<file path="config.mk">
export PLATFORM = sky130hd
export DESIGN_NAME = io_uart_tx
export DESIGN_NICKNAME = d
export VERILOG_FILES = /design/src/rtl/io_uart_tx.sv
export SDC_FILE = /design/constraint.sdc
export NUM_CORES = 1
export LEC_CHECK = 0
export CAP_MARGIN = 20
export CORE_MARGIN = 3
export CORE_UTILIZATION = 52
export CTS_CLUSTER_SIZE = 25
export DETAILED_ROUTE_END_ITERATION = 10
export HOLD_SLACK_MARGIN = 0.02
export PLACE_DENSITY = 0.78
export SYNTH_ARGS = -nofsm -noshare
export SYNTH_HDL_FRONTEND = slang
export SYNTH_SLANG_ARGS = --single-unit
</file>
<file path="constraint.sdc">
create_clock -name clk -period 3.16 [get_ports clk]
set_input_delay 0.632 -clock clk [delete_from_list [all_inputs] [get_ports clk]]
set_output_delay 0.632 -clock clk [all_outputs]
set_load 0.005 [all_outputs]
</file>
<file path="src/rtl/io_uart_tx.sv">
// Purpose: memory-mapped UART transmitter (TXDATA/STATUS/CTRL) with byte FIFO and 8N1 serializer.
// Latency: register reads return one cycle after the strobe; a byte leaves START one cycle after it lands in an idle FIFO.
// Backpressure: none on the IO bus; TXDATA writes to a full FIFO (with no same-cycle pop) are dropped and flag overflow.
//
// Ports:
//   clk, resetb                      single clock, asynchronous active-low reset
//   io_addr/io_en/io_we/io_data_write  core IO access (one-cycle strobe)
//   io_data_read                     registered read data, zero when not returning a read
//   uart_tx                          registered serial line, idle high
//   irq_uart                         registered level interrupt: transmitter drained

// Generic single-clock FIFO, valid/ready on both sides.
// Zero-latency status; out_dat is the head entry whenever out_vld is high.
// in_rdy stays high when full if the head is popped in the same cycle.
module io_uart_tx_fifo #(
    parameter int WIDTH = 8,
    parameter int DEPTH = 4
) (
    input  logic             clk,
    input  logic             resetb,
    input  logic             in_vld,
    output logic             in_rdy,
    input  logic [WIDTH-1:0] in_dat,
    output logic             out_vld,
    input  logic             out_rdy,
    output logic [WIDTH-1:0] out_dat,
    output logic             full,
    output logic             empty
);
    localparam int AW = $clog2(DEPTH);
    localparam logic [AW:0] FULL_CNT = DEPTH[AW:0];

    logic [WIDTH-1:0] mem_q [DEPTH];
    logic [AW-1:0]    wr_ptr_q, wr_ptr_d;
    logic [AW-1:0]    rd_ptr_q, rd_ptr_d;
    logic [AW:0]      count_q, count_d;
    logic             push, pop;

    assign full    = (count_q == FULL_CNT);
    assign empty   = (count_q == '0);
    assign out_vld = ~empty;
    assign out_dat = mem_q[rd_ptr_q];
    assign pop     = out_rdy & ~empty;
    // A pop frees a slot in the same cycle, so a full FIFO can still accept.
    assign in_rdy  = ~full | pop;
    assign push    = in_vld & in_rdy;

    always_comb begin
        wr_ptr_d = wr_ptr_q;
        rd_ptr_d = rd_ptr_q;
        count_d  = count_q;
        if (push) wr_ptr_d = wr_ptr_q + AW'(1);
        if (pop)  rd_ptr_d = rd_ptr_q + AW'(1);
        case ({push, pop})
            2'b10:   count_d = count_q + (AW+1)'(1);
            2'b01:   count_d = count_q - (AW+1)'(1);
            default: count_d = count_q;
        endcase
    end

    always_ff @(posedge clk or negedge resetb) begin
        if (!resetb) begin
            wr_ptr_q <= '0;
            rd_ptr_q <= '0;
            count_q  <= '0;
        end else begin
            wr_ptr_q <= wr_ptr_d;
            rd_ptr_q <= rd_ptr_d;
            count_q  <= count_d;
        end
    end

    // Storage needs no reset: entries are only read after being written.
    always_ff @(posedge clk) begin
        if (push) mem_q[wr_ptr_q] <= in_dat;
    end
endmodule

module io_uart_tx #(
    parameter logic [7:0]  BASE_ADDR  = 8'h10,
    parameter logic [15:0] CLK_DIV    = 16'd434,
    parameter int          FIFO_DEPTH = 4
) (
    input  logic        clk,
    input  logic        resetb,
    input  logic [7:0]  io_addr,
    input  logic        io_en,
    input  logic        io_we,
    input  logic [31:0] io_data_write,
    output logic [31:0] io_data_read,
    output logic        uart_tx,
    output logic        irq_uart
);
    localparam logic [7:0]  ADDR_TXDATA = BASE_ADDR;
    localparam logic [7:0]  ADDR_STATUS = BASE_ADDR + 8'd4;
    localparam logic [7:0]  ADDR_CTRL   = BASE_ADDR + 8'd8;
    localparam logic [15:0] BIT_RELOAD  = CLK_DIV - 16'd1;

    typedef enum logic [1:0] {
        S_IDLE  = 2'd0,
        S_START = 2'd1,
        S_DATA  = 2'd2,
        S_STOP  = 2'd3
    } state_t;

    state_t      state_q, state_d;
    logic [15:0] cnt_q, cnt_d;
    logic [2:0]  idx_q, idx_d;
    logic [7:0]  shreg_q, shreg_d;
    logic        tx_q, tx_d;
    logic        overflow_q, overflow_d;
    logic        irq_en_q, irq_en_d;
    logic        irq_q, irq_d;
    logic [31:0] rdata_q, rdata_d;

    logic        wr_txdata, wr_ctrl, rd_status, rd_ctrl;
    logic        fifo_in_rdy, fifo_vld, fifo_pop, fifo_full, fifo_empty;
    logic [7:0]  fifo_dat;
    logic        busy, bit_end, ovf_evt;
    logic [4:0]  status;
    logic        unused_wdata;

    assign unused_wdata = ^io_data_write[31:8];

    // Address decode; a TXDATA read selects the register but returns zero.
    assign wr_txdata = io_en &  io_we & (io_addr == ADDR_TXDATA);
    assign wr_ctrl   = io_en &  io_we & (io_addr == ADDR_CTRL);
    assign rd_status = io_en & ~io_we & (io_addr == ADDR_STATUS);
    assign rd_ctrl   = io_en & ~io_we & (io_addr == ADDR_CTRL);

    io_uart_tx_fifo #(
        .WIDTH (8),
        .DEPTH (FIFO_DEPTH)
    ) u_fifo (
        .clk     (clk),
        .resetb  (resetb),
        .in_vld  (wr_txdata),
        .in_rdy  (fifo_in_rdy),
        .in_dat  (io_data_write[7:0]),
        .out_vld (fifo_vld),
        .out_rdy (fifo_pop),
        .out_dat (fifo_dat),
        .full    (fifo_full),
        .empty   (fifo_empty)
    );

    assign busy    = (state_q != S_IDLE);
    assign bit_end = (cnt_q == 16'd0);
    assign ovf_evt = wr_txdata & ~fifo_in_rdy;
    assign status  = {overflow_q, busy, fifo_empty, fifo_full, irq_en_q};

    // Serializer: cnt counts down through each bit period and reloads on every bit boundary.
    always_comb begin
        state_d  = state_q;
        cnt_d    = cnt_q;
        idx_d    = idx_q;
        shreg_d  = shreg_q;
        tx_d     = tx_q;
        fifo_pop = 1'b0;
        case (state_q)
            S_IDLE: begin
                if (fifo_vld) begin
                    fifo_pop = 1'b1;
                    shreg_d  = fifo_dat;
                    cnt_d    = BIT_RELOAD;
                    tx_d     = 1'b0;
                    state_d  = S_START;
                end
            end
            S_START: begin
                if (bit_end) begin
                    cnt_d   = BIT_RELOAD;
                    idx_d   = 3'd0;
                    tx_d    = shreg_q[0];
                    state_d = S_DATA;
                end else begin
                    cnt_d = cnt_q - 16'd1;
                end
            end
            S_DATA: begin
                if (bit_end) begin
                    cnt_d = BIT_RELOAD;
                    idx_d = idx_q + 3'd1;
                    if (idx_q == 3'd7) begin
                        tx_d    = 1'b1;
                        state_d = S_STOP;
                    end else begin
                        tx_d = shreg_q[idx_q + 3'd1];
                    end
                end else begin
                    cnt_d = cnt_q - 16'd1;
                end
            end
            S_STOP: begin
                if (bit_end) begin
                    // Chain straight into the next frame when more data is queued.
                    if (fifo_vld) begin
                        fifo_pop = 1'b1;
                        shreg_d  = fifo_dat;
                        cnt_d    = BIT_RELOAD;
                        tx_d     = 1'b0;
                        state_d  = S_START;
                    end else begin
                        tx_d    = 1'b1;
                        state_d = S_IDLE;
                    end
                end else begin
                    cnt_d = cnt_q - 16'd1;
                end
            end
            default: begin
                tx_d    = 1'b1;
                state_d = S_IDLE;
            end
        endcase
    end

    // Register file, interrupt and read data path.
    always_comb begin
        // A same-cycle overflow outranks the read-to-clear.
        overflow_d = ovf_evt ? 1'b1 : (rd_status ? 1'b0 : overflow_q);
        irq_en_d   = wr_ctrl ? io_data_write[0] : irq_en_q;
        irq_d      = irq_en_q & fifo_empty & ~busy;
        rdata_d    = 32'h0;
        if (rd_status) rdata_d = {27'b0, status};
        if (rd_ctrl)   rdata_d = {31'b0, irq_en_q};
    end

    always_ff @(posedge clk or negedge resetb) begin
        if (!resetb) begin
            state_q    <= S_IDLE;
            cnt_q      <= 16'd0;
            idx_q      <= 3'd0;
            shreg_q    <= 8'd0;
            tx_q       <= 1'b1;
            overflow_q <= 1'b0;
            irq_en_q   <= 1'b0;
            irq_q      <= 1'b0;
            rdata_q    <= 32'h0;
        end else begin
            state_q    <= state_d;
            cnt_q      <= cnt_d;
            idx_q      <= idx_d;
            shreg_q    <= shreg_d;
            tx_q       <= tx_d;
            overflow_q <= overflow_d;
            irq_en_q   <= irq_en_d;
            irq_q      <= irq_d;
            rdata_q    <= rdata_d;
        end
    end

    assign uart_tx      = tx_q;
    assign irq_uart     = irq_q;
    assign io_data_read = rdata_q;
endmodule

</file>
* After elaboration in Yosys (flattened, before gate mapping)
Memory sizes are Yosys's and may differ from the RTL's.
Index checks and enable logic that the tools add are counted.
** Storage, ports and cells
- Bits in registers :: 72
- Bits in writable memories :: 32
- Memories :: 1
** Operators by class
- Add/sub/neg operators :: 6
- Order comparisons :: 1
- Eq/ne operators :: 15
- Mux-type cells :: 36
- Bitwise logic cells :: 17
- Reductions and logical operators :: 13
** Memories
- u_fifo.mem_q :: words 4, width 8, read ports 1, clocked after Yosys merged registers in 0, write ports 1, line 33 : logic [WIDTH-1:0] mem_q [DEPTH];
** Operators by type and width (number)
- $mux W16 :: 3
- $pmux W16 S3 :: 1
- $mux W32 :: 1
- $eq A8 B5 Y1 const B :: 3
- $logic_not A16 Y1 :: 1
- $mux W8 :: 2
- $pmux W8 S2 :: 1
- $sub A16 B1 Y16 const B :: 1
- $mux W1 :: 14
- $pmux W3 S2 :: 2
- $and A1 B1 Y1 :: 11
- $mux W2 :: 5
- $ne A2 B2 Y1 const B :: 5
- $reduce_bool A2 Y1 :: 5
- $pmux W2 S4 :: 1
- $add A3 B1 Y3 const B :: 2
- $eq A2 B2 Y1 const B :: 3
- $eq A3 B3 Y1 const B :: 2
- $mux W3 :: 2
- $mux W5 :: 1
- $not A1 Y1 :: 5
- $reduce_and A5 Y1 :: 1
- $add A2 B1 Y2 const B :: 2
- $eq A2 B1 Y1 const B :: 2
- other kinds (12) :: 12

* Depth between registers and ports, before layout
Gate-level depths: netlist (run 1).
- Depth after elaboration :: 9
- Mapped depth :: 10
- Gate-level depth less buffers :: 10

* Hierarchy
A second synthesis (run 1) with hierarchy kept.
** Unflattened totals
- Cell total of the unflattened synthesis :: 305
- Area, all modules :: 3953.8 um^2
** By module, submodules not included
- io_uart_tx :: instances 1, cells an instance 222, area an instance 2351.0 um^2
- io_uart_tx_fifo :: instances 1, cells an instance 83, area an instance 1602.8 um^2

* Worst setup path before layout (run 1)
No wires, ideal clock.
- Kind :: register -> register
- Start :: reg state_q[0]
- End :: reg u_fifo.count_q[1]
- Arrival time :: 2266 ps
- Data required time :: 3034 ps
- Path slack :: 768 ps
- Stages on the path, launching flop included :: 10
- Buffers on the path :: 0
- Cells stage by stage :: dfrtp_1 > inv_1 > ha_1 > inv_1 > and3_4 > a21o_1 > nand2_1 > fa_1 > nor2_1 > a221o_1
** Between the ends
- Word-level cells in the longest chain between the ends :: 7
- Elaborated cells between the ends (all ways) :: 10
** Ends and longest elaborated chain
- start: declaration :: line 106 : state_t state_q, state_d;
- start signal: assignment :: line 241 : state_q <= state_d;
- $eq A2 B2 Y1 / $logic_not A2 Y1 (equally long branches) :: line 160 : case (state_q)
- $pmux W1 S2 * :: line 160
- $and A1 B1 Y1 * :: line 43 : assign pop = out_rdy & ~empty;
- $or A1 B1 Y1 :: line 45 : assign in_rdy = ~full | pop;
- $and A1 B1 Y1 :: line 46 : assign push = in_vld & in_rdy;
- $eq A2 B1 Y1 / $eq A2 B2 Y1 (equally long branches) :: line 54 : case ({push, pop})
- $pmux W3 S2 / $reduce_bool A2 Y1 (equally long branches)
- end signal: assignment :: line 69 : count_q <= count_d;
- end: declaration :: line 36 : logic [AW:0] count_q, count_d;
Every way passes the cells marked *; elsewhere a longest branch is shown, timed or not.
A chain may end at the register's enable or synchronous reset.

* Worst setup path after layout (run 1)
- Start :: reg cnt_q[0]
- End :: reg u_fifo.count_q[1]
** Between the ends
- Word-level cells in the longest chain between the ends :: 8
- Elaborated cells between the ends (all ways) :: 10
** Ends and longest elaborated chain
- start: declaration :: line 107 : logic [15:0] cnt_q, cnt_d;
- start signal: assignment :: line 242 : cnt_q <= cnt_d;
- $logic_not A16 Y1 * :: line 148 : assign bit_end = (cnt_q == 16'd0);
- $mux W1 * :: line 195 : if (bit_end) begin
- $pmux W1 S2 * :: line 160
- $and A1 B1 Y1 * :: line 43
- $or A1 B1 Y1 :: line 45
- $and A1 B1 Y1 :: line 46
- $eq A2 B1 Y1 / $eq A2 B2 Y1 (equally long branches) :: line 54
- $pmux W3 S2 / $reduce_bool A2 Y1 (equally long branches)
Marks and branches as above.

==> key figures, run 1 <==
Floorplanning
  • Die X: about 94 um
  • Num rows: 31
  • Core area: 7410 um2
  • Initial Utilization: between 50% and 60%
  • I/O Pins: around 80
  • Die area: roughly 8900 um2
  • Die H: roughly 94 um

Timing
  • Final worst setup slack: 0.454 ns
  • Setup TNS: 0 ns
  • Fin. max-slew vios: 0
  • Final Hold Viols: 0
  • Fmax: between 0.3 and 0.4 GHz
  • Worst Skew: about 0.015 ns
  • Slew headroom: between 50% and 60%
  • RSZ-0062 raised after global routing: false
  • Minimum clock period: ~2.7 ns
  • Setup Viol. Count Final: 0
  • Fin crit share: between 80 and 90%
  • Hold slack: between 0.1 and 0.15 ns
  • Worst-Margin Slew: just over 0.7 ns

Logic synthesis
  • Synth top area share: around 27%
  • Main area contributors after synthesis: dfrtp_1, edfxtp_1, mux4_2
  • Cell taking the most area after synthesis: dfrtp_1
  • Synth cell count leaders: dfrtp_1, edfxtp_1, buf_4, nand2_1, nor2_1
  • Ys Warns: 0
  • Post-synth EDFFs: 32
  • Post-synthesis async set-or-reset flop share: 58.4%
  • Most frequent cell after synthesis: dfrtp_1
  • Mapped Area: 4050 um2
  • Synthesized flop and latch total: 77
  • Sequential share of the synthesized area: between 50% and 60%
  • Most used flip-flop cell after synthesis: dfrtp_1
  • Syn Area/Cell: ~12 um2
  • Mapped Cells: between 300 and 400
  • Unique masters post-synth: 65

Place
  • Worst slack, placed: between 0.4 and 0.5 ns
  • Port bufs: 26
  • GPL Wtd Cong: ~0.79
  • Placed insts: roughly 450
  • Detailed placement HPWL: 5140 um
  • Area after DPL: between 4000 and 5000 um2

Global route
  • Largest net degree at the start of global routing: 46
  • Initial antenna violation count: 0
  • Number of global-route vias before repair: approximately 2600
  • Overall Global Routing Usage: ~18%
  • First-pass GRT wire length: between 10000 and 15000 um
  • Total grt overflow: 0

Detailed routing
  • DRC: 0
  • Drt first pass iters: 4
  • Iteration-0 DRC Markers: ~160
  • Detail Route Antenna Nets: 0
  • Vias/cell: roughly 5.6
  • Total Wirelength: between 7000 and 8000 um
  • DR WL/cell: approximately 16 um
  • Via count: approximately 2600

Clock network
  • Clock tree sinks: 77
  • CTS tree: built
  • Inserted Clock Buffers: 9
  • Clock slew at reported path FFs: roughly 0.090 ns
  • Clock root buffer master: clkbuf_8
  • CTS Buffer Depth: 2
  • Worst skew pair latency: between 0.3 and 0.4 ns
  • Setup Buffers After CTS: 0
  • CTS hold repair buffers: 0
  • Cts repair resizes: 0
  • H-Tree Depth: 3

Finish
  • N_diodes: 0
  • Finished Layout Cells: around 470
  • Area Overhead vs Synth: 11.2%
  • Nets: between 400 and 500
  • Finished Cell Area: about 4500 um2
  • Layout cell share with drive strength beyond 1: approximately 17%
  • Utilization after layout: 60.8%

Pwr
  • Max rail drop VDD: roughly 400 uV
  • Leak pwr: between 1.5 and 2 nW
  • Pwr Density: roughly 900 nW/um2
  • Total power: 3.96 mW

Worst hold path
  • HP Class: primary input to async pin

Setup path
  • Critical Path Sink Type: flop
  • Crit Path Category: flop to flop
  • Startpoint Class: flop
  • Critical Path RT: 3.40 ns
  • WP data arrival: around 2.9 ns
  • Critical Path Fanout Max: 7

Status
  • Status: complete, no violations

Run
  • Total of max-cap violations: 0
## kinds of logic after synthesis
kind of cell,Yosys count,synth area share (%)
flip-flops,77,51.6
multiplexers,22,8.87
AND/OR/NAND/NOR,102,15.4
buffers and inverters,50,7.44
other,1,0.0926
XOR/XNOR,7,1.51
AO/OA/AOI/OAI,60,10.6
adder cells (fa/ha/maj),14,4.51
## power by group
| group | total (mW) | leakage (nW) | internal (mW) | switching [mW] |
|---|---|---|---|---|
| registers | 1.52 | 0.859 | 1.25 | 0.268 |
| clock network | 0.706 | 0.0903 | 0.303 | 0.404 |
| logic | 1.74 | 0.829 | 0.826 | 0.914 |
## flip-flops by register name, indices dropped and copies added (netlist names), 2 cells and up
signal,count
u_fifo.count_q,3
io_data_read,5
state_q,2
u_fifo.wr_ptr_q,2
cnt_q,16
u_fifo.mem_q,32
u_fifo.rd_ptr_q,2
idx_q,3
shreg_q,8
## layout by cell type, fill, tap and decap left out, types with 8 or more instances in the layout
cell             count
o21ai_0             11
dfrtp_1             44
a21oi_1             16
nor3_1              17
clkdlybuf4s50_1     25
nand3_1              9
mux2_2              10
conb_1              27
nand2_1             19
nor2_1              19
a211oi_1             8
ha_1                13
edfxtp_1            32
inv_1               15
mux4_2              10
clkbuf_8             9
## cell type report
| cell class | instances | area (um2) |
|---|---|---|
| Clock buffer | 9 | 124 |
| Inverter | 15 | 56.3 |
| Tap cell | 99 | 124 |
| Multi-Input combinational cell | 232 | 1760 |
| Clock inverter | 7 | 63.8 |
| Timing Repair Buffer | 29 | 290 |
| Sequential cell | 77 | 2090 |
| Fill cell | 592 | 2900 |
## per-layer routing
| metal | routed length (um) | track usage (%) | up-vias |
|---|---|---|---|
| met5 | 0 | 0 | - |
| met4 | 91 | 6.50 | 0 |
| met3 | 362 | 4.41 | 10 |
| met2 | 3620 | 29.5 | 67 |
| met1 | 3270 | 24.2 | 1300 |
| li1 | - | - | 1246 |
## final timing paths
check | startpoint | end | slack [ns] | cells after the start
max | cnt_q[0] | u_fifo.count_q[1] | 0.45 | 9
min | resetb | cnt_q[9] | 0.14 | 1
max reg2reg | cnt_q[0] | u_fifo.count_q[1] | 0.45 | 9
min reg2reg | uart_tx | uart_tx | 0.49 | 2
max in group asynchronous | resetb | uart_tx | 2.47 | 2
min in group clk | uart_tx | uart_tx | 0.49 | 2
## worst max-delay path: stages (launching register included)
cell	delay, ns
dfrtp_1	0.45
inv_1	0.14
ha_1	0.19
nor4b_1	0.27
and4_2	0.37
a21o_1	0.17
nand2_1	0.07
fa_1	0.52
nor2_1	0.06
a221o_1	0.36
Note: power is estimated with default switching activity, not from simulation.
==> run 2: changes to the inputs <==
ABC_AREA = 1   (was not set)
CORE_UTILIZATION = 40   (was 52)
PLACE_DENSITY = 0.62   (was 0.78)
==> key figures, run 2 <==
Floorplanning
  • Num rows: 36 (+16%)
  • Die H: 108 um (+15%)
  • Initial Utilization: 42.0% (-13 points)
  • Core area: 9950 um2 (+34%)
  • Die area: 11700 um2 (+32%)
  • Die X: 108 um (+15%)
  • I/O Pins: 78 (unchanged)

Finish
  • N_diodes: 0 (unchanged)
  • Layout cell share with drive strength beyond 1: 13.3% (-3.3 points)
  • Max FFs per register: 32 (unchanged)
  • Reg with most FFs: u_fifo.mem_q
  • Area Overhead vs Synth: 13.2%
  • Largest regs: u_fifo.mem_q x32, cnt_q x16, shreg_q x8
  • Nets: 528 (+25%)
  • Highest-count cells in the layout ignoring fill and taps: nor2_1, nand2_1, inv_1, dfrtp_1, edfxtp_1
  • Fillers: 933 (+58%)
  • Finished Layout Cells: 608 (+30%)
  • Utilization after layout: 47.6% (-13 points)
  • Finished Cell Area: 4740 um2 (+5.1%)

Detailed routing
  • DR WL/cell: 12.8 um (-18%)
  • Detail Route Antenna Nets: 0 (unchanged)
  • DRC: 0 (unchanged)
  • Post-Route M1 WL: 3510 um (+7.4%)
  • Via count: 2960 (+13%)
  • Met2 WL post-DR: 3810 um (+5.3%)
  • Drt first pass iters: 4 (unchanged)
  • Met3 wire len: 368 um (+1.7%)
  • Total Wirelength: 7780 um (+5.9%)
  • Vias/cell: 4.87 (-13%)
  • Highest Signal Layer: met4
  • Iteration-0 DRC Markers: 86 (-46%)

Clock network
  • H-Tree Depth: 3 (unchanged)
  • CTS hold repair buffers: 0 (unchanged)
  • Clock root buffer master: clkbuf_8
  • Setup Buffers After CTS: 0 (unchanged)
  • Clock tree sinks: 77 (unchanged)
  • CTS Buffer Depth: 2 (unchanged)
  • Worst skew pair latency: 0.35 ns (about the same)
  • CTS tree: built
  • Cts repair resizes: 0 (unchanged)
  • Inserted Clock Buffers: 9 (unchanged)
  • Clock slew at reported path FFs: 0.10 ns (about the same)

Setup path
  • R2R Path End: u_fifo.mem_q[2][3]
  • Max incr delay on CP: 0.39 ns (-0.13 ns)
  • RR Startpoint: cnt_q[0]
  • R2R setup slack: 0.91 ns (+0.45 ns)
  • WP data arrival: 2.31 ns (-0.63 ns)
  • Startpoint Class: primary input
  • CP Launch Point: io_addr[1]
  • Reg2Reg Depth: 11 (+2)
  • Critical Path Sink Type: flop
  • Worst path most repeated cell: nor2_1
  • CP max stage cell: clkdlybuf4s50_1
  • Crit Path Category: primary input to flop
  • Ordered cell list for the critical path: clkdlybuf4s50_1 -> or2_2 -> nor2_1 -> nand4_1 -> inv_1 -> nand2_2 -> nor2_1 -> buf_4
  • Critical Path RT: 3.21 ns (-0.19 ns)
  • Critical Path Fanout Max: 8 (+1)

Logic synthesis
  • Post-synth EDFFs: 32 (unchanged)
  • Synth cell count leaders: nand2_1, nor2_1, dfrtp_1, inv_1, edfxtp_1
  • Ys Warns: 0 (unchanged)
  • Post-Synth XOR/XNOR Area: 1.05% (-0.47 points)
  • Post-Synth Simple-Gate Area: 22.7% (+7.2 points)
  • Largest family of logic cells by synthesized area: simple AND/OR/NAND/NOR gates
  • Mapped Cells: 435 (+31%)
  • Most used flip-flop cell after synthesis: dfrtp_1
  • Post-synthesis compound-gate area fraction: 9.66% (-0.94 points)
  • Synth Area in Adders: 4.36% (-0.15 points)
  • Synth top area share: 26.3% (-0.88 points)
  • Mux contribution to synthesized area: 2.15% (-6.7 points)
  • Cell taking the most area after synthesis: dfrtp_1
  • Mapped Area: 4190 um2 (+3.3%)
  • Sequential share of the synthesized area: 49.9% (-1.7 points)
  • Syn Area/Cell: 9.62 um2 (-21%)
  • Unique masters post-synth: 48 (-26%)
  • Main area contributors after synthesis: dfrtp_1, edfxtp_1, nand2_1
  • Post-synthesis async set-or-reset flop share: 58.4% (unchanged)
  • Synthesized flop and latch total: 77 (unchanged)

Place
  • Area after DPL: 4510 um2 (+4.9%)
  • Detailed placement HPWL: 5610 um (+9.1%)
  • Placed insts: 591 (+31%)
  • Port bufs: 26 (unchanged)
  • GPL Wtd Cong: 0.815 (+3.6%)

Global route
  • Initial antenna violation count: 0 (unchanged)
  • Overall Global Routing Usage: 14.3% (-4.0 points)
  • Total grt overflow: 0 (unchanged)
  • Number of global-route vias before repair: 2863 (+10%)
  • First-pass GRT wire length: 13200 um (+5.5%)
  • Largest net degree at the start of global routing: 46 (unchanged)

Pwr
  • Pwr Density: 411 nW/um2 (-53%)
  • Leak pwr: 2.10 nW (+18%)
  • Max rail drop VDD: 334 uV (-16%)
  • Total power: 1.94 mW (-51%)

Timing
  • Worst Skew: 0.0133 ns (-0.00130 ns)
  • Minimum clock period: 2.25 ns (-0.453 ns)
  • Setup Viol. Count Final: 0 (unchanged)
  • Final Hold Viols: 0 (unchanged)
  • Fin crit share: 71.3% (-14 points)
  • Fmax: 0.444 GHz (+20%)
  • Slew headroom: 62.8% (+11 points)
  • Worst-Margin Slew: 0.558 ns (-0.163 ns)
  • Fin. max-slew vios: 0 (unchanged)
  • RSZ-0062 raised after global routing: false
  • Setup TNS: 0 ns (unchanged)

Run
  • Total of max-cap violations: 0 (unchanged)

Worst hold path
  • HP Class: primary input to async pin

Status
  • Status: complete, no violations
-- run 2: worst max-delay path by stage --
stage          slack (ns)  depth (start not counted)                  to
5_1_grt              0.72                         11  u_fifo.mem_q[2][3]
6_report             0.91                          8  u_fifo.mem_q[2][3]
3_5_place_dp         0.55                          8  u_fifo.mem_q[2][2]
3_3_place_gp         0.60                          8  u_fifo.mem_q[2][2]
4_1_cts              0.90                         11  u_fifo.mem_q[2][3]
2_1_floorplan        0.96                          6  u_fifo.mem_q[0][0]
-- run 2: final cells by class --
cell class	instances	area [um2]	share of cell area (%)
Clock buffer	9	124	2.62
Clock inverter	7	86.3	1.82
Inverter	51	195	4.12
Multi-Input combinational cell	300	1770	37.4
Sequential cell	77	2090	44.1
Tap cell	133	166	3.51
Timing Repair Buffer	31	305	6.45
-- run 2: per-layer routing --
metal  global-route usage (%)  up-vias
li1                         -     1473
met1                     17.7     1413
met2                     25.0       66
met3                     3.46        8
met4                     3.79        0
met5                        0        -
-- run 2: report_power, final --
part	switching (mW)	internal (mW)	total [mW]
registers	0.0128	1.05	1.06
logic	0.0547	0.0331	0.0878
clock network	0.410	0.384	0.794
total	0.477	1.47	1.94
-- run 2: cells by family after synthesis --
| family | Yosys count |
|---|---|
| AOI/OAI and AO/OA | 65 |
| xor gates and xnor gates | 5 |
| adders and majority gates | 14 |
| buffers and inverters | 84 |
| DFF | 77 |
| muxes | 6 |
| other | 1 |
| and+or+nand+nor | 183 |
-- run 2: worst max-delay path: cells and delay by family --
| kind | cells | cell delay, ns |
|---|---|---|
| buf+inv | 3 | 0.80 |
| simple gates | 5 | 0.87 |
-- run 2: metrics by stage --
step / setup slack (ns) / hold slack (ns)
after floorplan: 0.962 / 0.336
after global placement: 0.599 / 0.475
after detailed placement: 0.547 / 0.470
after CTS: 0.899 / 0.481
after global routing: 0.721 / 0.208
final: 0.908 / 0.184
